$ cat src/rtl/aqua_lsu_pkg.sv
// aqua_lsu_pkg: shared constants for the aqua RV32I load/store unit.
// Holds the funct3 width/sign codes, the FSM state encoding, the
// word-align mask and a small funct3 legality helper.
// Optional feature macro used by the LSU files: AQUA_LSU_RMW_EN.
package aqua_lsu_pkg;

  localparam int unsigned LSU_XLEN    = 32;
  localparam int unsigned LSU_F3_W    = 3;
  localparam int unsigned LSU_RD_W    = 5;
  localparam int unsigned LSU_STATE_W = 3;

  // Load funct3 codes
  localparam logic [LSU_F3_W-1:0] F3_LB  = 3'b000;
  localparam logic [LSU_F3_W-1:0] F3_LH  = 3'b001;
  localparam logic [LSU_F3_W-1:0] F3_LW  = 3'b010;
  localparam logic [LSU_F3_W-1:0] F3_LBU = 3'b100;
  localparam logic [LSU_F3_W-1:0] F3_LHU = 3'b101;
  // Store funct3 codes
  localparam logic [LSU_F3_W-1:0] F3_SB  = 3'b000;
  localparam logic [LSU_F3_W-1:0] F3_SH  = 3'b001;
  localparam logic [LSU_F3_W-1:0] F3_SW  = 3'b010;

  // FSM state encoding
  localparam logic [LSU_STATE_W-1:0] ST_IDLE   = 3'd0;
  localparam logic [LSU_STATE_W-1:0] ST_LOAD   = 3'd1;
  localparam logic [LSU_STATE_W-1:0] ST_RMW_RD = 3'd2;
  localparam logic [LSU_STATE_W-1:0] ST_WRITE  = 3'd3;
  localparam logic [LSU_STATE_W-1:0] ST_RESP   = 3'd4;

  localparam logic [LSU_XLEN-1:0] WORD_ALIGN_MASK = 32'hFFFF_FFFC;

  // Loads reject 011, 110 and 111
  function automatic logic load_f3_valid(input logic [LSU_F3_W-1:0] f3);
    return !((f3 == 3'b011) || (f3[2:1] == 2'b11));
  endfunction

endpackage

$ cat src/rtl/aqua_lsu_align.sv
// aqua_lsu_align: combinational lane logic for the LSU.
// Ports:
//   i_word        read word from memory
//   i_addr_lo     byte offset addr[1:0]
//   i_funct3      RV32I width/sign code
//   o_load_data   selected and sign/zero-extended load value
//   i_store_data  store data, low lanes used (AQUA_LSU_RMW_EN only)
//   o_merged      read word with the store lane replaced (AQUA_LSU_RMW_EN only)
module aqua_lsu_align
  import aqua_lsu_pkg::*;
(
  input  logic [LSU_XLEN-1:0] i_word,
  input  logic [1:0]          i_addr_lo,
  input  logic [LSU_F3_W-1:0] i_funct3,
`ifdef AQUA_LSU_RMW_EN
  input  logic [LSU_XLEN-1:0] i_store_data,
  output logic [LSU_XLEN-1:0] o_merged,
`endif
  output logic [LSU_XLEN-1:0] o_load_data
);

  logic [4:0]          w_shamt;
  logic [LSU_XLEN-1:0] w_shift;

  assign w_shamt = {i_addr_lo, 3'b000};
  assign w_shift = i_word >> w_shamt;

  // Lane select and extension; legal words always have offset 0
  always_comb begin
    o_load_data = w_shift;
    case (i_funct3)
      F3_LB:   o_load_data = {{24{w_shift[7]}}, w_shift[7:0]};
      F3_LH:   o_load_data = {{16{w_shift[15]}}, w_shift[15:0]};
      F3_LBU:  o_load_data = {24'h0, w_shift[7:0]};
      F3_LHU:  o_load_data = {16'h0, w_shift[15:0]};
      default: o_load_data = w_shift;
    endcase
  end

`ifdef AQUA_LSU_RMW_EN
  logic [LSU_XLEN-1:0] w_lane_mask;
  logic [LSU_XLEN-1:0] w_lane_data;

  // Byte or half lane replaced in the read word
  always_comb begin
    w_lane_mask = (i_funct3 == F3_SB) ? 32'h0000_00FF : 32'h0000_FFFF;
    w_lane_data = (i_store_data & w_lane_mask) << w_shamt;
    w_lane_mask = w_lane_mask << w_shamt;
    o_merged    = (i_word & ~w_lane_mask) | w_lane_data;
  end
`endif

endmodule

$ cat src/rtl/aqua_lsu_rv32i.sv
// aqua_lsu_rv32i: MEM-stage load/store unit between the EX->MEM register
// and the D-side port of the TDM arbiter. Issues word-aligned transactions,
// extends load data, and performs sub-word stores as read-modify-write.
// Optional feature macro: AQUA_LSU_RMW_EN (SB/SH via RMW; otherwise illegal).
// Ports:
//   clk, reset                  clock, synchronous active-high reset
//   reqValid/isLoad/isStore     request strobe and kind (sampled in IDLE)
//   funct3/addrIn/storeDataIn   width code, byte address, rs2 value
//   rdIn/rdOut                  destination register in / captured
//   lsuBusy                     unit not idle
//   memDAddr/memDData/wr/reqD   arbiter request side
//   memDReady/memDataOutReg     arbiter completion pulse and read data
//   done/wbValid/loadData       completion, write-back valid, load result
//   misaligned/illegal          error flags, valid with done
module aqua_lsu_rv32i
  import aqua_lsu_pkg::*;
#(
  parameter int unsigned DATA_WIDTH = 32,
  parameter int unsigned ADDR_WIDTH = 32
) (
  input  logic                  clk,
  input  logic                  reset,
  input  logic                  reqValid,
  input  logic                  isLoad,
  input  logic                  isStore,
  input  logic [2:0]            funct3,
  input  logic [ADDR_WIDTH-1:0] addrIn,
  input  logic [DATA_WIDTH-1:0] storeDataIn,
  input  logic [4:0]            rdIn,
  output logic                  lsuBusy,
  output logic [ADDR_WIDTH-1:0] memDAddr,
  output logic [DATA_WIDTH-1:0] memDData,
  output logic                  wr,
  output logic                  reqD,
  input  logic                  memDReady,
  input  logic [DATA_WIDTH-1:0] memDataOutReg,
  output logic                  done,
  output logic                  wbValid,
  output logic [DATA_WIDTH-1:0] loadData,
  output logic [4:0]            rdOut,
  output logic                  misaligned,
  output logic                  illegal
);

  logic [LSU_STATE_W-1:0] r_state, w_state_nxt;
  logic [1:0]             r_addr_lo, w_addr_lo_nxt;
  logic [LSU_F3_W-1:0]    r_funct3, w_funct3_nxt;

  logic                  w_busy_nxt, w_reqd_nxt, w_wr_nxt, w_done_nxt;
  logic                  w_wbvalid_nxt, w_mis_nxt, w_ill_nxt;
  logic [ADDR_WIDTH-1:0] w_daddr_nxt;
  logic [DATA_WIDTH-1:0] w_ddata_nxt, w_load_nxt;
  logic [4:0]            w_rd_nxt;

  logic                  w_accept, w_f3_valid, w_misaligned, w_illegal, w_subword;
  logic [DATA_WIDTH-1:0] w_load_ext;
`ifdef AQUA_LSU_RMW_EN
  logic [DATA_WIDTH-1:0] w_merged;
`endif

  // Request decode; a load+store request is treated as a load
  always_comb begin
    w_accept     = reqValid & (isLoad | isStore);
    w_f3_valid   = isLoad ? load_f3_valid(funct3) : (funct3 < 3'd3);
    w_misaligned = w_f3_valid &
                   (((funct3[1:0] == 2'b01) & addrIn[0]) |
                    ((funct3[1:0] == 2'b10) & (addrIn[1:0] != 2'b00)));
    w_subword    = ~isLoad & (funct3 != F3_SW);
`ifdef AQUA_LSU_RMW_EN
    w_illegal    = ~w_f3_valid;
`else
    w_illegal    = ~w_f3_valid | w_subword;
`endif
  end

  aqua_lsu_align u_align (
    .i_word       (memDataOutReg),
    .i_addr_lo    (r_addr_lo),
    .i_funct3     (r_funct3),
`ifdef AQUA_LSU_RMW_EN
    .i_store_data (memDData),
    .o_merged     (w_merged),
`endif
    .o_load_data  (w_load_ext)
  );

  // Next state and next registered outputs
  always_comb begin
    w_state_nxt   = r_state;
    w_addr_lo_nxt = r_addr_lo;
    w_funct3_nxt  = r_funct3;
    w_reqd_nxt    = reqD;
    w_wr_nxt      = wr;
    w_daddr_nxt   = memDAddr;
    w_ddata_nxt   = memDData;
    w_load_nxt    = loadData;
    w_rd_nxt      = rdOut;
    w_done_nxt    = 1'b0;
    w_wbvalid_nxt = 1'b0;
    w_mis_nxt     = 1'b0;
    w_ill_nxt     = 1'b0;

    case (r_state)
      ST_IDLE: begin
        if (w_accept) begin
          w_addr_lo_nxt = addrIn[1:0];
          w_funct3_nxt  = funct3;
          w_daddr_nxt   = addrIn & ADDR_WIDTH'(WORD_ALIGN_MASK);
          w_ddata_nxt   = storeDataIn;
          if (isLoad) w_rd_nxt = rdIn;
          if (w_misaligned | w_illegal) begin
            w_state_nxt = ST_RESP;
            w_done_nxt  = 1'b1;
            w_mis_nxt   = w_misaligned;
            w_ill_nxt   = w_illegal;
          end else if (isLoad) begin
            w_state_nxt = ST_LOAD;
            w_reqd_nxt  = 1'b1;
            w_wr_nxt    = 1'b0;
`ifdef AQUA_LSU_RMW_EN
          end else if (w_subword) begin
            w_state_nxt = ST_RMW_RD;
            w_reqd_nxt  = 1'b1;
            w_wr_nxt    = 1'b0;
`endif
          end else begin
            w_state_nxt = ST_WRITE;
            w_reqd_nxt  = 1'b1;
            w_wr_nxt    = 1'b1;
          end
        end
      end
      ST_LOAD: begin
        if (memDReady) begin
          w_state_nxt   = ST_RESP;
          w_reqd_nxt    = 1'b0;
          w_load_nxt    = w_load_ext;
          w_done_nxt    = 1'b1;
          w_wbvalid_nxt = 1'b1;
        end
      end
`ifdef AQUA_LSU_RMW_EN
      // Read phase done: request stays up and turns into the write
      ST_RMW_RD: begin
        if (memDReady) begin
          w_state_nxt = ST_WRITE;
          w_ddata_nxt = w_merged;
          w_wr_nxt    = 1'b1;
        end
      end
`endif
      ST_WRITE: begin
        if (memDReady) begin
          w_state_nxt = ST_RESP;
          w_reqd_nxt  = 1'b0;
          w_wr_nxt    = 1'b0;
          w_done_nxt  = 1'b1;
        end
      end
      ST_RESP: w_state_nxt = ST_IDLE;
      default: begin
        w_state_nxt = ST_IDLE;
        w_reqd_nxt  = 1'b0;
        w_wr_nxt    = 1'b0;
      end
    endcase

    w_busy_nxt = (w_state_nxt != ST_IDLE);
  end

  // State and output registers
  always_ff @(posedge clk) begin
    if (reset) begin
      r_state    <= ST_IDLE;
      r_addr_lo  <= 2'b00;
      r_funct3   <= '0;
      lsuBusy    <= 1'b0;
      reqD       <= 1'b0;
      wr         <= 1'b0;
      memDAddr   <= '0;
      memDData   <= '0;
      done       <= 1'b0;
      wbValid    <= 1'b0;
      misaligned <= 1'b0;
      illegal    <= 1'b0;
      loadData   <= '0;
      rdOut      <= '0;
    end else begin
      r_state    <= w_state_nxt;
      r_addr_lo  <= w_addr_lo_nxt;
      r_funct3   <= w_funct3_nxt;
      lsuBusy    <= w_busy_nxt;
      reqD       <= w_reqd_nxt;
      wr         <= w_wr_nxt;
      memDAddr   <= w_daddr_nxt;
      memDData   <= w_ddata_nxt;
      done       <= w_done_nxt;
      wbValid    <= w_wbvalid_nxt;
      misaligned <= w_mis_nxt;
      illegal    <= w_ill_nxt;
      loadData   <= w_load_nxt;
      rdOut      <= w_rd_nxt;
    end
  end

endmodule

$ cat config.mk
export PLATFORM = sky130hd
export DESIGN_NAME = aqua_lsu_rv32i
export DESIGN_NICKNAME = d
export VERILOG_FILES = /design/src/rtl/aqua_lsu_pkg.sv /design/src/rtl/aqua_lsu_align.sv /design/src/rtl/aqua_lsu_rv32i.sv
export SDC_FILE = /design/constraint.sdc
export NUM_CORES = 1
export LEC_CHECK = 0
export ABC_AREA = 1
export BUFFER_PORTS_ARGS = -buffer_cell sky130_fd_sc_hd__buf_2
export CAP_MARGIN = 15
export CORE_MARGIN = 5
export CORE_UTILIZATION = 40
export CTS_CLUSTER_SIZE = 20
export DETAILED_ROUTE_END_ITERATION = 16
export PLACE_DENSITY = 0.81
export SETUP_SLACK_MARGIN = 0.1
export SLEW_MARGIN = 20
export SYNTH_ARGS = -nofsm -noshare
export SYNTH_HDL_FRONTEND = slang
export SYNTH_SLANG_ARGS = --single-unit
export TNS_END_PERCENT = 1
$ cat constraint.sdc
create_clock -name clk -period 1.8 [get_ports clk]
set_input_delay 0.54 -clock clk [delete_from_list [all_inputs] [get_ports clk]]
set_output_delay 0.54 -clock clk [all_outputs]
set_load 0.01 [all_outputs]
; After elaboration in Yosys (flattened, before gate mapping)
; Index checks and enable logic that the tools add are counted.
[totals]
register_bits = 114
elab_cells = 82
output_inout_bits = 108
[op_classes]
shift = 1
eq_ne = 15
n_bitwise = 17
reduce_logical = 15
muxes = 19
order_cmp = 1
[op_table]
columns = op, count
row1 = $pmux W32 S4, 1
row2 = $shr A32 B5 Y32, 1
row3 = $mux W1, 10
row4 = $eq A3 B3 Y1 const B, 3
row5 = $mux W3, 3
row6 = $not A1 Y1, 8
row7 = $reduce_and A4 Y1, 2
row8 = $eq A3 B1 Y1 const B, 2
row9 = $eq A3 B2 Y1 const B, 2
row10 = $logic_not A3 Y1, 2
row11 = $ne A2 B2 Y1 const B, 3
row12 = $pmux W1 S3, 2
row13 = $pmux W3 S2, 1
row14 = $reduce_or A2 Y1, 3
row15 = $and A1 B1 Y1, 5
row16 = $eq A2 B2 Y1 const B, 2
row17 = $or A1 B1 Y1, 4
row18 = $reduce_and A2 Y1, 2
row19 = $reduce_or A4 Y1, 1
row20 = $lt A3 B2 Y1 const B, 1
row21 = $ne A3 B2 Y1 const B, 1
row22 = $reduce_and A3 Y1, 1
row23 = $reduce_bool A3 Y1, 1
row24 = $eq A2 B1 Y1 const B, 1
row25 = other kinds (6), 6

; Longest topological paths before layout
[logic_depth]
ltp_word = 11
mapped_depth = 11
depth_no_buf = 11

; Hierarchy
; A second synthesis with hierarchy kept.
[hier_totals]
hier_cells = 680
hier_area_um2 = 4989.8
[by_module_without_submodules]
columns = mod, seq_area_each_um2, cells_per_inst, n_inst, area_per_inst_um2
row1 = aqua_lsu_rv32i, 2282.2, 522, 1, 4068.9
row2 = aqua_lsu_align, 0.0, 158, 1, 920.9

; Worst setup path after synthesis
; No wires, ideal clock.
[synth_timing]
path_kind = in2reg
startpoint = input reset
endpoint = register memDAddr[10]
n_path_buf = 3
arrival_ns = 1.329
setup_ns = 0.064
path_slack_ns = 0.406
required_time_ns = 1.736
path_stages = 6
path_cell_list = buf_2 -> inv_1 -> buf_2 -> clkbuf_1 -> o21ai_0 -> nor2_1
[synth_rtl]
columns = item, line_no
row1 = "start, declared", aqua_lsu_rv32i.sv:22  ; input logic reset,
row2 = "end signal, assigned", aqua_lsu_rv32i.sv:195  ; memDAddr <= w_daddr_nxt;
row3 = "end, declared", aqua_lsu_rv32i.sv:31  ; output logic [ADDR_WIDTH-1:0] memDAddr,

; Worst setup path in the final report
[layout_timing]
startpoint = register r_state[0]
endpoint = register loadData[30]
[layout_via]
elab_chain_cells = 2
[layout_rtl]
columns = item, line_no
row1 = "start, declared", aqua_lsu_rv32i.sv:45  ; logic [LSU_STATE_W-1:0] r_state, w_state_nxt;
row2 = "start signal, assigned", aqua_lsu_rv32i.sv:189  ; r_state <= w_state_nxt;
row3 = $eq A3 B1 Y1, aqua_lsu_rv32i.sv:103  ; case (r_state)
row4 = $reduce_and A2 Y1 (no source line), --
row5 = "end signal, assigned", aqua_lsu_rv32i.sv:201  ; loadData <= w_load_nxt;
row6 = "end, declared", aqua_lsu_rv32i.sv:39  ; output logic [DATA_WIDTH-1:0] loadData,
; No other way between the ends.
; A chain may end at the register's enable or synchronous reset.

==> impl_metrics.csv <==
group,metric,value,unit
outcome,status,"completed",
power,ir_drop,0.000702,V
sta,max_freq,651,MHz
logic_synthesis,synthFlopType,"dfxtp_1",
job,maxCapViolations,0,
worst_setup_path,timing_worst_setup_path_type,"reg -> reg",
routing,dr.pass1.iters,5,
routing,drt-total-wl,14.7,mm
cts,clkLatencyLatePin,420,ps
logic_synthesis,async_reset_ff_frac,0,
logic_synthesis,ys_warn_count,0,
logic_synthesis,ys_top_cells_by_area,"dfxtp_1 (47%), nor2_1 (16%), o21ai_0 (11%)",
floorplanning,start_util,0.406,
sta,hold_viol,0,
cts,cts_root_buf,"clkbuf_16",
grt,grt_pass1_vias,4802,
finish,nets,981,
logic_synthesis,synthesis.area,4830,µm²
placed_design,gp_congestion,0.907,
floorplanning,fp.dieArea,14400,µm²
worst_setup_path,cp-end-kind,"flip-flop",
logic_synthesis,synth_simple_gate_area_frac,0.257,
floorplanning,fp.dieW,120,µm
logic_synthesis,yosysTopAreaCellShare,0.472,
logic_synthesis,synthCells,671,
floorplanning,core_area,11900,µm²
logic_synthesis,synth_adder_area_share,0,
sta,period_minus_slack,1540,ps
power,p_per_area,1180,nW/µm²
floorplanning,num_rows,40,
sta,setup_viol,0,
min_path,hp-class,"in -> reg",
floorplanning,die_y,120,µm
worst_setup_path,critical_path_peak_fanout,63,
logic_synthesis,yosysTopAreaCell,"dfxtp_1",
grt,grt_first_pass_wirelength,23.5,mm
sta,skew,6.50,ps
sta,fin_tns_setup,0,ps
cts,h-tree-depth,4,
logic_synthesis,ys_ff_latch,114,
worst_setup_path,cp.required,2110,ps
sta,rsz0062_at_grt,"no",
logic_synthesis,synth_commonest_cells,"nor2_1 (202), dfxtp_1 (114), o21ai_0 (110)",
grt,grt_start_max_net_pins,64,
logic_synthesis,avgSynthCellArea,7.20,µm²
placed_design,hpwl,10.4,mm
grt,antenna_found_initial,3,
logic_synthesis,synthMostInstantiatedCell,"nor2_1",
logic_synthesis,synth_top_family_by_area,"simple AND/OR/NAND/NOR gates",
sta,drv_slew,0,
grt,grt_overflow,0,
logic_synthesis,yosysSeqAreaShare,0.472,
sta,fin_crit_sh,0.854,
cts,clock-sinks,114,
placed_design,port_buffers,215,
logic_synthesis,synth_compound_area_frac,0.168,
finish,syn_to_final_growth,37.5,%
cts,clkSlewWorstSetupHoldPaths,60,ps
routing,drtAntennaViolNets,0,
cts,numCtsBuffers,17,
logic_synthesis,netlist-cell-type-count,28,
grt,grt.total_usage,0.204,
logic_synthesis,synth_edf_count,0,
sta,hold_slack,343,ps
routing,avgRoutedWirePerCell,14.2,µm
power,p_leak,3.52,nW
logic_synthesis,synth_xor_xnor_area_share,0,
logic_synthesis,muxShareOfSynthArea,0.0145,
worst_setup_path,start_kind,"flip-flop",
routing,vias_per_cell,4.89,
cts,cts_tree,"done",
routing,drtIter0Drc,360,
finish,drive_above_1_share,0.327,
routing,drc_errors,0,
worst_setup_path,worstPathArrival,1840,ps
floorplanning,ios,218,
routing,vias,5046,
cts,clk_path_buf_depth,2,
[repair_timing]
item | 4_1_cts | 5_1_grt
setup endpoints to repair | 0 | 15
hold buffers | 0 | 0
resized for setup | 0 | 4
setup buffers | 0 | 0
[worst max-delay path, cell delays in order (launching register included)]
cell and delay, ps:
dfxtp_1 390, nand2_1 140, nor2_2 140, nand2_2 140
clkinv_8 200, o21ai_0 170, o21ai_2 170, inv_1 60
[cell usage in the layout, fill, tap and decap left out, types with 5 or more instances in the layout]
| cell | instances |
|---|---|
| inv_2 | 5 |
| dfxtp_1 | 113 |
| o21ai_2 | 11 |
| o211ai_1 | 7 |
| mux2i_1 | 7 |
| a21oi_1 | 15 |
| o21ai_0 | 110 |
| nand3_1 | 26 |
| clkbuf_16 | 17 |
| buf_12 | 5 |
| buf_2 | 215 |
| inv_1 | 39 |
| nor2_1 | 202 |
| nand2_1 | 66 |
| inv_6 | 7 |
[state kept, by name, indices dropped and copies added, names as in the netlist]
register	cells
r_state	3
misaligned	1
wr	1
illegal	1
done	1
r_addr_lo	2
loadData	32
wbValid	1
reqD	1
r_funct3	3
lsuBusy	1
memDAddr	30
rdOut	5
memDData	32
[layer usage]
metal | vias up | track usage | wire, µm
met1 | 2242 | 0.241 | 5900
met5 | - | 0 | 27
met4 | 4 | 0.0859 | 246
li1 | 2540 | - | -
met2 | 231 | 0.325 | 7020
met3 | 29 | 0.0839 | 1470
[kinds of logic after synthesis]
kind of cell           Yosys count
buffers and inverters           90
DFF                            114
and+or+nand+nor                310
AOI/OAI and AO/OA              149
muxes                            7
other                            1
[path summary, 6_finish.rpt]
path / slack (ps) / to / from / cells after the start
setup / recovery: 260 / loadData[30]$_SDFFE_PP0P_ / r_state[0]$_SDFF_PP0_ / 7
setup reg to reg: 260 / loadData[30]$_SDFFE_PP0P_ / r_state[0]$_SDFF_PP0_ / 7
hold / removal: 340 / memDData[13]$_SDFFE_PP0P_ / storeDataIn[13] / 3
hold reg to reg: 480 / rdOut[1]$_SDFFE_PP0P_ / rdOut[1]$_SDFFE_PP0P_ / 2
[report_power, final]
group,internal [mW],total [mW],switching (mW)
clock network,2.36,3.68,1.32
registers,2.75,2.87,0.121
logic,0.489,1.28,0.787
[final cells by class]
| class | instances | area (µm²) |
|---|---|---|
| Tap cell | 147 | 184 |
| Sequential cell | 114 | 2280 |
| Clock buffer | 17 | 425 |
| Inverter | 46 | 190 |
| Fill cell | 1066 | 5270 |
| Clock inverter | 15 | 219 |
| Multi-Input combinational cell | 468 | 2140 |
| Timing Repair Buffer | 224 | 1210 |
| Antenna cell | 1 | 2.50 |
[per-stage QoR]
step | cells | util | setup slack (ps) | cell area (µm²) | power [mW]
after global routing | 1032 | 0.558 | 136 | 6650 | 8.19
after global placement | 999 | 0.503 | 211 | 5990 | 4.17
after detailed placement | 999 | 0.503 | 174 | 5990 | 4.18
final | 1032 | 0.558 | 263 | 6650 | 7.83
after CTS | 1031 | 0.557 | 170 | 6630 | 7.87
after floorplan | 672 | - | 406 | 4840 | 3.70
(Power assumes the default switching activity.)
